--- config.mk ---
export PLATFORM = sky130hd
export DESIGN_NAME = user_lock_arbiter
export DESIGN_NICKNAME = d
export VERILOG_FILES = /design/src/rtl/user_lock_arbiter.sv
export SDC_FILE = /design/constraint.sdc
export NUM_CORES = 1
export LEC_CHECK = 0
export ABC_AREA = 1
export CELL_PAD_IN_SITES_DETAIL_PLACEMENT = 2
export CELL_PAD_IN_SITES_GLOBAL_PLACEMENT = 2
export CORE_ASPECT_RATIO = 2
export CORE_UTILIZATION = 21
export DETAILED_ROUTE_END_ITERATION = 10
export PLACE_DENSITY = 0.81
export RECOVER_POWER = 50
export SETUP_SLACK_MARGIN = 0.4
export SLEW_MARGIN = 40
export SYNTH_ARGS = -nofsm -noshare
export SYNTH_HDL_FRONTEND = slang
export SYNTH_SLANG_ARGS = --single-unit
--- constraint.sdc ---
create_clock -name clk -period 1.2 [get_ports clk]
set_input_delay 0.24 -clock clk [delete_from_list [all_inputs] [get_ports clk]]
set_output_delay 0.24 -clock clk [all_outputs]
set_load 0.05 [all_outputs]
--- src/rtl/user_lock_arbiter.sv ---
// user_lock_arbiter: round-robin exclusive write lock with idle timeout and an always-allowed admin writer.
module user_lock_arbiter #(
  parameter int          TIMEOUT   = 16,
  parameter logic [1:0]  ADMIN_ID  = 2'h2,
  parameter logic [7:0]  RESET_VAL = 8'h00
) (
  input  logic        clk,
  input  logic        rst_n,
  input  logic [3:0]  lock_req,
  input  logic [3:0]  unlock,
  input  logic [3:0]  wr_en,
  input  logic [31:0] wr_data,
  output logic [3:0]  lock_gnt,
  output logic [1:0]  owner_id,
  output logic        locked,
  output logic [7:0]  data_out,
  output logic        wr_ack,
  output logic        wr_err,
  output logic        timeout
);
  typedef enum logic {IDLE, OWNED} state_t;
  state_t state, state_n;
  logic [1:0] owner_n, rr_ptr, rr_n, pick;
  logic [7:0] cnt, cnt_n, data_n;
  logic [3:0] acc_mask;
  logic       to_n, admin_wr, own_acc;
  always_ff @(posedge clk) begin
    if (!rst_n) begin
      state    <= IDLE;
      owner_id <= 2'd0;
      rr_ptr   <= 2'd3;
      cnt      <= 8'd0;
      timeout  <= 1'b0;
    end else begin
      state    <= state_n;
      owner_id <= owner_n;
      rr_ptr   <= rr_n;
      cnt      <= cnt_n;
      timeout  <= to_n;
    end
  end
  // Lowest offset from rr_ptr+1 wins; offset 4 wraps to rr_ptr itself, searched last.
  always_comb begin
    pick = rr_ptr;
    for (int k = 4; k >= 1; k--)
      if (lock_req[rr_ptr + 2'(k)]) pick = rr_ptr + 2'(k);
  end
  // An admin write from a different user shadows the owner write, so it neither lands nor refreshes the lock.
  assign admin_wr = wr_en[ADMIN_ID];
  assign own_acc  = state == OWNED && wr_en[owner_id] && (owner_id == ADMIN_ID || !admin_wr);
  assign acc_mask = ({3'b0, admin_wr} << ADMIN_ID) | ({3'b0, own_acc} << owner_id);
  assign data_n   = admin_wr ? wr_data[{ADMIN_ID, 3'b0} +: 8] :
                    own_acc  ? wr_data[{owner_id, 3'b0} +: 8] : data_out;
  always_comb begin
    state_n = state;
    owner_n = owner_id;
    rr_n    = rr_ptr;
    cnt_n   = cnt;
    to_n    = 1'b0;
    if (state == IDLE) begin
      if (|lock_req) begin
        state_n = OWNED;
        owner_n = pick;
        cnt_n   = 8'd0;
      end
    end else if (unlock[owner_id]) begin
      state_n = IDLE;
      rr_n    = owner_id;
      cnt_n   = 8'd0;
    end else if (cnt == 8'(TIMEOUT - 1) && !own_acc) begin
      state_n = IDLE;
      rr_n    = owner_id;
      cnt_n   = 8'd0;
      to_n    = 1'b1;
    end else begin
      cnt_n = own_acc ? 8'd0 : cnt + 8'd1;
    end
  end
  always_comb begin
    locked   = state == OWNED;
    lock_gnt = locked ? 4'b0001 << owner_id : 4'b0000;
  end
  always_ff @(posedge clk) begin
    if (!rst_n) begin
      data_out <= RESET_VAL;
      wr_ack   <= 1'b0;
      wr_err   <= 1'b0;
    end else begin
      data_out <= data_n;
      wr_ack   <= admin_wr | own_acc;
      wr_err   <= |(wr_en & ~acc_mask);
    end
  end
endmodule
; ---- Word-level counts from Yosys, hierarchy flattened
; Index checks and enable logic that the tools add are counted.
[totals]
regBits = 24
input_bits = 46
out_inout_bits = 18
word_cells = 69
[classes]
addsub = 4
n_lt_le_gt_ge = 4
n_eq_ne = 2
shift = 3
n_mux = 28
bitwise_logic = 6
n_reduce_logical = 14
[ops]
columns = operator, n
row1 = two-way mux 8 bit, 7
row2 = indexed part select 32 x 6 -> 8 bit, 1
row3 = "less-than comparator 2 x 3 -> 1 bit, second input constant", 4
row4 = binary-select mux 1 bit (select 2 bit), 5
row5 = two-way mux 1 bit, 10
row6 = two-way mux 2 bit, 5
row7 = "adder 8 x 1 -> 8 bit, second input constant", 1
row8 = "== test 8 x 4 -> 1 bit, second input constant", 1
row9 = OR reduction 4 bit, 2
row10 = nonzero test 2 bit, 3
row11 = "adder 2 bit, second input constant", 2
row12 = AND 4 bit, 1
row13 = two-way mux 4 bit, 1
row14 = inverter 4 bit, 1
row15 = OR 3 x 4 -> 4 bit, 1
row16 = AND reduction 2 bit, 2
row17 = left shift 1 x 2 -> 4 bit, 1
row18 = "left shift 1 x 2 -> 4 bit, first input constant", 1
row19 = logical AND 1 bit, 3
row20 = OR reduction 3 bit, 1
row21 = "adder 2 x 1 -> 2 bit, second input constant", 1
row22 = "== test 2 bit, second input constant", 1
row23 = logical NOT 1 bit, 2
row24 = inverter 1 bit, 2
row25 = other kinds (2), 2

; ---- Logic depth before layout (Yosys ltp)
[logic_depth]
depth_word = 9
mapped_depth = 12
depth_no_buf = 11

; ---- Least setup slack after synthesis
; No wires, ideal clock.
[synth_path]
path_type = reg2out
start = reg state (netlist: locked)
end = out lock_gnt[0]
arrival_ps = 1983
required_time_ps = 960
path_slack_ps = -1023
stages_incl_launch_ff = 3
path_buffers = 0
path_cell_list = dfxtp_1 > bufinv_8 > nor3_1
[synth_between]
elab_chain_len = 1
[synth_lines]
columns = element, line_no
row1 = "start, declared", 22  ; state_t state, state_n;
row2 = "start signal, assigned", 35  ; state <= state_n;
row3 = two-way mux 4 bit, 81  ; lock_gnt = locked ? 4'b0001 << owner_id : 4'b0000;
row4 = "end, declared", 13  ; output logic [3:0] lock_gnt,
; Every way passes these cells.

; ---- Final worst setup path
[layout_path]
start = reg owner_id[1]
end = reg data_out[4]
[layout_between]
elab_chain_len = 5
elab_cells_between_ends = 10
classes_between = eq/ne (1) / shift (1) / mux (4) / reduce/logical (4)
[layout_lines]
columns = element, line_no
row1 = "start, declared", 14  ; output logic [1:0] owner_id,
row2 = "start signal, assigned", 36  ; owner_id <= owner_n;
row3 = branches (longest 5 deep; another with indexed part select 32 x 6 -> 8 bit), -
row4 = "end signal, assigned", 89  ; data_out <= data_n;
row5 = "end, declared", 16  ; output logic [7:0] data_out,
; Parallel ways; which one is timed is not known. The select of a mux whose other input is x is not followed.
; A chain may end at the register's enable or synchronous reset.

==> metrics.md <==
| Metric | Value |
|---|---|
| DRC | 0 |
| Drt via density | 4.87 |
| CTS root buf | clkbuf_16 |
| Mapped Area | 1710 um^2 |
| Net Sw Frac | 0.415 |
| Top-area cell type share of the netlist area | 0.281 |
| Setup crit end kind | flip-flop |
| Final Hold Vio Count | 0 |
| # IOs | 64 |
| Unrepaired setup endpoints after global routing | true |
| CP startpoint kind | flip-flop |
| Critical setup path kind | flip-flop to flip-flop |
| Top sig layer | met4 |
| Netlist cell types | 36 |
| Syn avg cell area | 6.94 um^2 |
| Routability cong. | 0.727 |
| Most frequent cells in the layout | nand2_1 (64), buf_4 (45), clkdlybuf4s50_1 (42) |
| Max Fanout on Critical Path | 17 |
| XOR/XNOR share of the synthesized area | 0.0205 |
| Die height | 130 um |
| Multiplexer share of the synthesized area | 0 |
| Largest cells by area after synthesis | dfxtp_1 (28%), nand2_1 (16%), nand3_1 (5.3%) |
| #FFs+latches synth | 24 |
| Reg2reg end | data_out[4]$_SDFFE_PN0P_ |
| Fmax | 633 MHz |
| Clock Skews | 3.83 ps |
| CTS Sinks | 24 |
| Fin nets | 419 |
| Setup ws final | -380 ps |
| Clock power share | 0.192 |
| WP data arrival | 1770 ps |
| Final period utilization | 1.32 |
| Max_slew headroom | 0.796 |
| PwrDens | 1340 nW/um^2 |
| Core area | 7890 um^2 |
| First-pass GRT wire length | 13.4 mm |
| # H-tree levels | 1 |
| Drt first pass iters | 4 |
| Internal Power | 2.82 mW |
| CTS Buf Count | 3 |
| Reg power frac | 0.221 |
| Power, Total | 4.82 mW |
| Crit Reg-Reg Startpoint | owner_id[1]$_SDFFE_PN0P_ |
| Initial Util | 0.217 |
| Synth Area in Adders | 0.00733 |
| Filler Cell Count | 826 |
| Hold Crit Class | input port to flip-flop |
| Crit. Startpoint | owner_id[1]$_SDFFE_PN0P_ |
| Die Area | 8520 um^2 |
| Cell taking the most area after synthesis | dfxtp_1 |
| Failing checks | negative setup slack |
| Gr usage total | 0.213 |
| Diode count | 0 |
| R2R depth | 9 |
| Largest family of logic cells by synthesized area | simple AND/OR/NAND/NOR gates |
| Final wirelength | 9.29 mm |
| Max Cap Viol | 0 |
| Grt total ovfl | 0 |
| Metal2 WL | 5.80 mm |
| Required time worst endpoint | 1390 ps |
| VDD IR max | 0.630 mV |
| Pleak | 1.59 nW |
| Max Slew Vio Count | 0 |
| Clock Path Buffers | 2 |
| Via count | 2273 |
| Routed Antenna Nets | 0 |
| Post-synth net total | 293 |
| Clk slew on worst S/H paths | 70 ps |
| Initial antenna violation count | 0 |
| WL met3 | 157 um |
| Die width | 65.8 um |
| Worst-margin pin slew | 305 ps |
| Num rows | 46 |
| YS warnings | 0 |
| Final Util | 0.456 |
| Starting DRT DRC Count | 65 |
| Crit path capture | data_out[4]$_SDFFE_PN0P_ |
| Crit path time final | 1580 ps |
| Simple-Gate Fraction of Synth Area | 0.421 |
| M1 wire length | 3.06 mm |
| Worst R2R Setup Slack | -380 ps |
| CTS tree | built |
| Gate Count Post-Synth | 246 |
| Largest net degree at the start of global routing | 18 |
| Comb pwr share | 0.587 |
| Layout cells sized above 1 | 0.488 |
| Area delta synth->final | 110% |
| Clock Latency Late Sink | 270 ps |
| P_sw | 2.00 mW |
| Register area share after synthesis | 0.281 |
| Post-DP HPWL | 5.85 mm |
| Drt wl/cell | 19.9 um |
| Final setup vio count | 31 |
| Vias in the first global route | 2579 |
| Most common cell after layout, fill and taps aside | nand2_1 |
| Compound-Gate Fraction of Synth Area | 0.156 |
| PortBufs | 63 |
| Status | finished, violations left |
[Yosys cell counts]
library cell	number
a31o_2	4
clkinv_1	1
nor2_2	2
nand3_2	4
o21ai_2	1
nor2_4	2
o211ai_1	1
buf_6	4
inv_4	1
a22oi_1	1
buf_2	2
xnor2_1	1
inv_1	23
o21ai_0	15
inv_2	3
o21ai_4	1
bufinv_8	1
buf_4	2
a21oi_1	11
nor4_2	1
nand4_1	9
nand2_4	2
nor3_4	1
ha_1	1
nand2_1	74
dfxtp_1	24
xor2_1	3
nor3_1	4
a21oi_2	2
nor2_1	10
nand4_2	1
nand2_2	6
nor2_8	1
nand3_1	18
a31oi_1	7
nand2_8	2
[critical path, stage by stage, from the launching register on]
cell     delay, ps
dfxtp_4        410
buf_6          130
nand3_4         70
nand2_4         90
nor2_4          60
buf_6          120
o21ai_4        180
buf_12         170
o21ai_1         80
a31oi_1        170
[layout make-up]
cell class	count	area, um^2	share of cell area
tap	96	120	0.0334
inverter	29	124	0.0345
multi-input combinational	185	1330	0.371
clock buffer	4	100	0.0278
timing repair buffer	129	1410	0.391
sequential	24	512	0.142
[metal layers]
| layer | vias to the layer above | global-route usage |
|---|---|---|
| met1 | 1137 | 0.194 |
| li1 | 1062 | - |
| met3 | 20 | 0.0167 |
| met5 | - | 0 |
| met4 | 0 | 0.102 |
| met2 | 54 | 0.441 |
[kinds of logic after synthesis]
group / count (synthesis)
compound gates: 43
xor+xnor: 4
fa+ha+maj: 1
buf+inv: 37
flops: 24
simple gates: 137
[registers in the layout, summed over array words and instances, names as in the netlist]
| name | count |
|---|---|
| wr_err | 1 |
| wr_ack | 1 |
| timeout | 1 |
| rr_ptr | 2 |
| data_out | 8 |
| locked | 1 |
| cnt | 8 |
| owner_id | 2 |
[stage by stage]
| step | setup TNS [ps] | std cells | area, um^2 | worst slack [ps] | hold slack (ps) |
|---|---|---|---|---|---|
| final | -8910 | 467 | 3590 | -380 | 483 |
| after global routing | -10350 | 467 | 3590 | -473 | 487 |
| after CTS | -6650 | 459 | 3440 | -300 | 482 |
| after detailed placement | -11130 | 441 | 2990 | -567 | 472 |
| after global placement | -10010 | 441 | 2990 | -494 | 456 |
| after floorplan | -4680 | 246 | 1810 | -304 | 371 |
[timing repair]
item                                    in CTS  in global routing
endpoints found under the setup margin      42                 42
cloned                                       0                  0
hold buffers                                 0                  0
gates resized for setup                     75                 19
pin swaps                                   29                 21
setup buffers                               14                  8
[power groups by stage]
stage	Sequential, mW	Clock [mW]	Combinational [mW]
floorplan	1.21	0	1.02
global placement	1.03	0	2.11
detailed placement	1.04	0	2.20
CTS	1.05	0.923	2.55
global route	1.07	0.971	2.97
finish	1.07	0.924	2.83
[worst min-delay path by stage]
stage	startpoint	end	slack [ps]	cells after the start
after global placement	cnt[7]$_SDFFE_PN0P_	cnt[7]$_SDFFE_PN0P_	460	2
after CTS	cnt[7]$_SDFFE_PN0P_	cnt[7]$_SDFFE_PN0P_	480	2
final	wr_en[3]	wr_err$_SDFF_PN0_	480	5
after floorplan	rst_n	data_out[0]$_SDFFE_PN0P_	370	2
after detailed placement	cnt[7]$_SDFFE_PN0P_	cnt[7]$_SDFFE_PN0P_	470	2
after global routing	wr_en[3]	wr_err$_SDFF_PN0_	490	5
No activity file was read; power rests on OpenSTA's default activity.
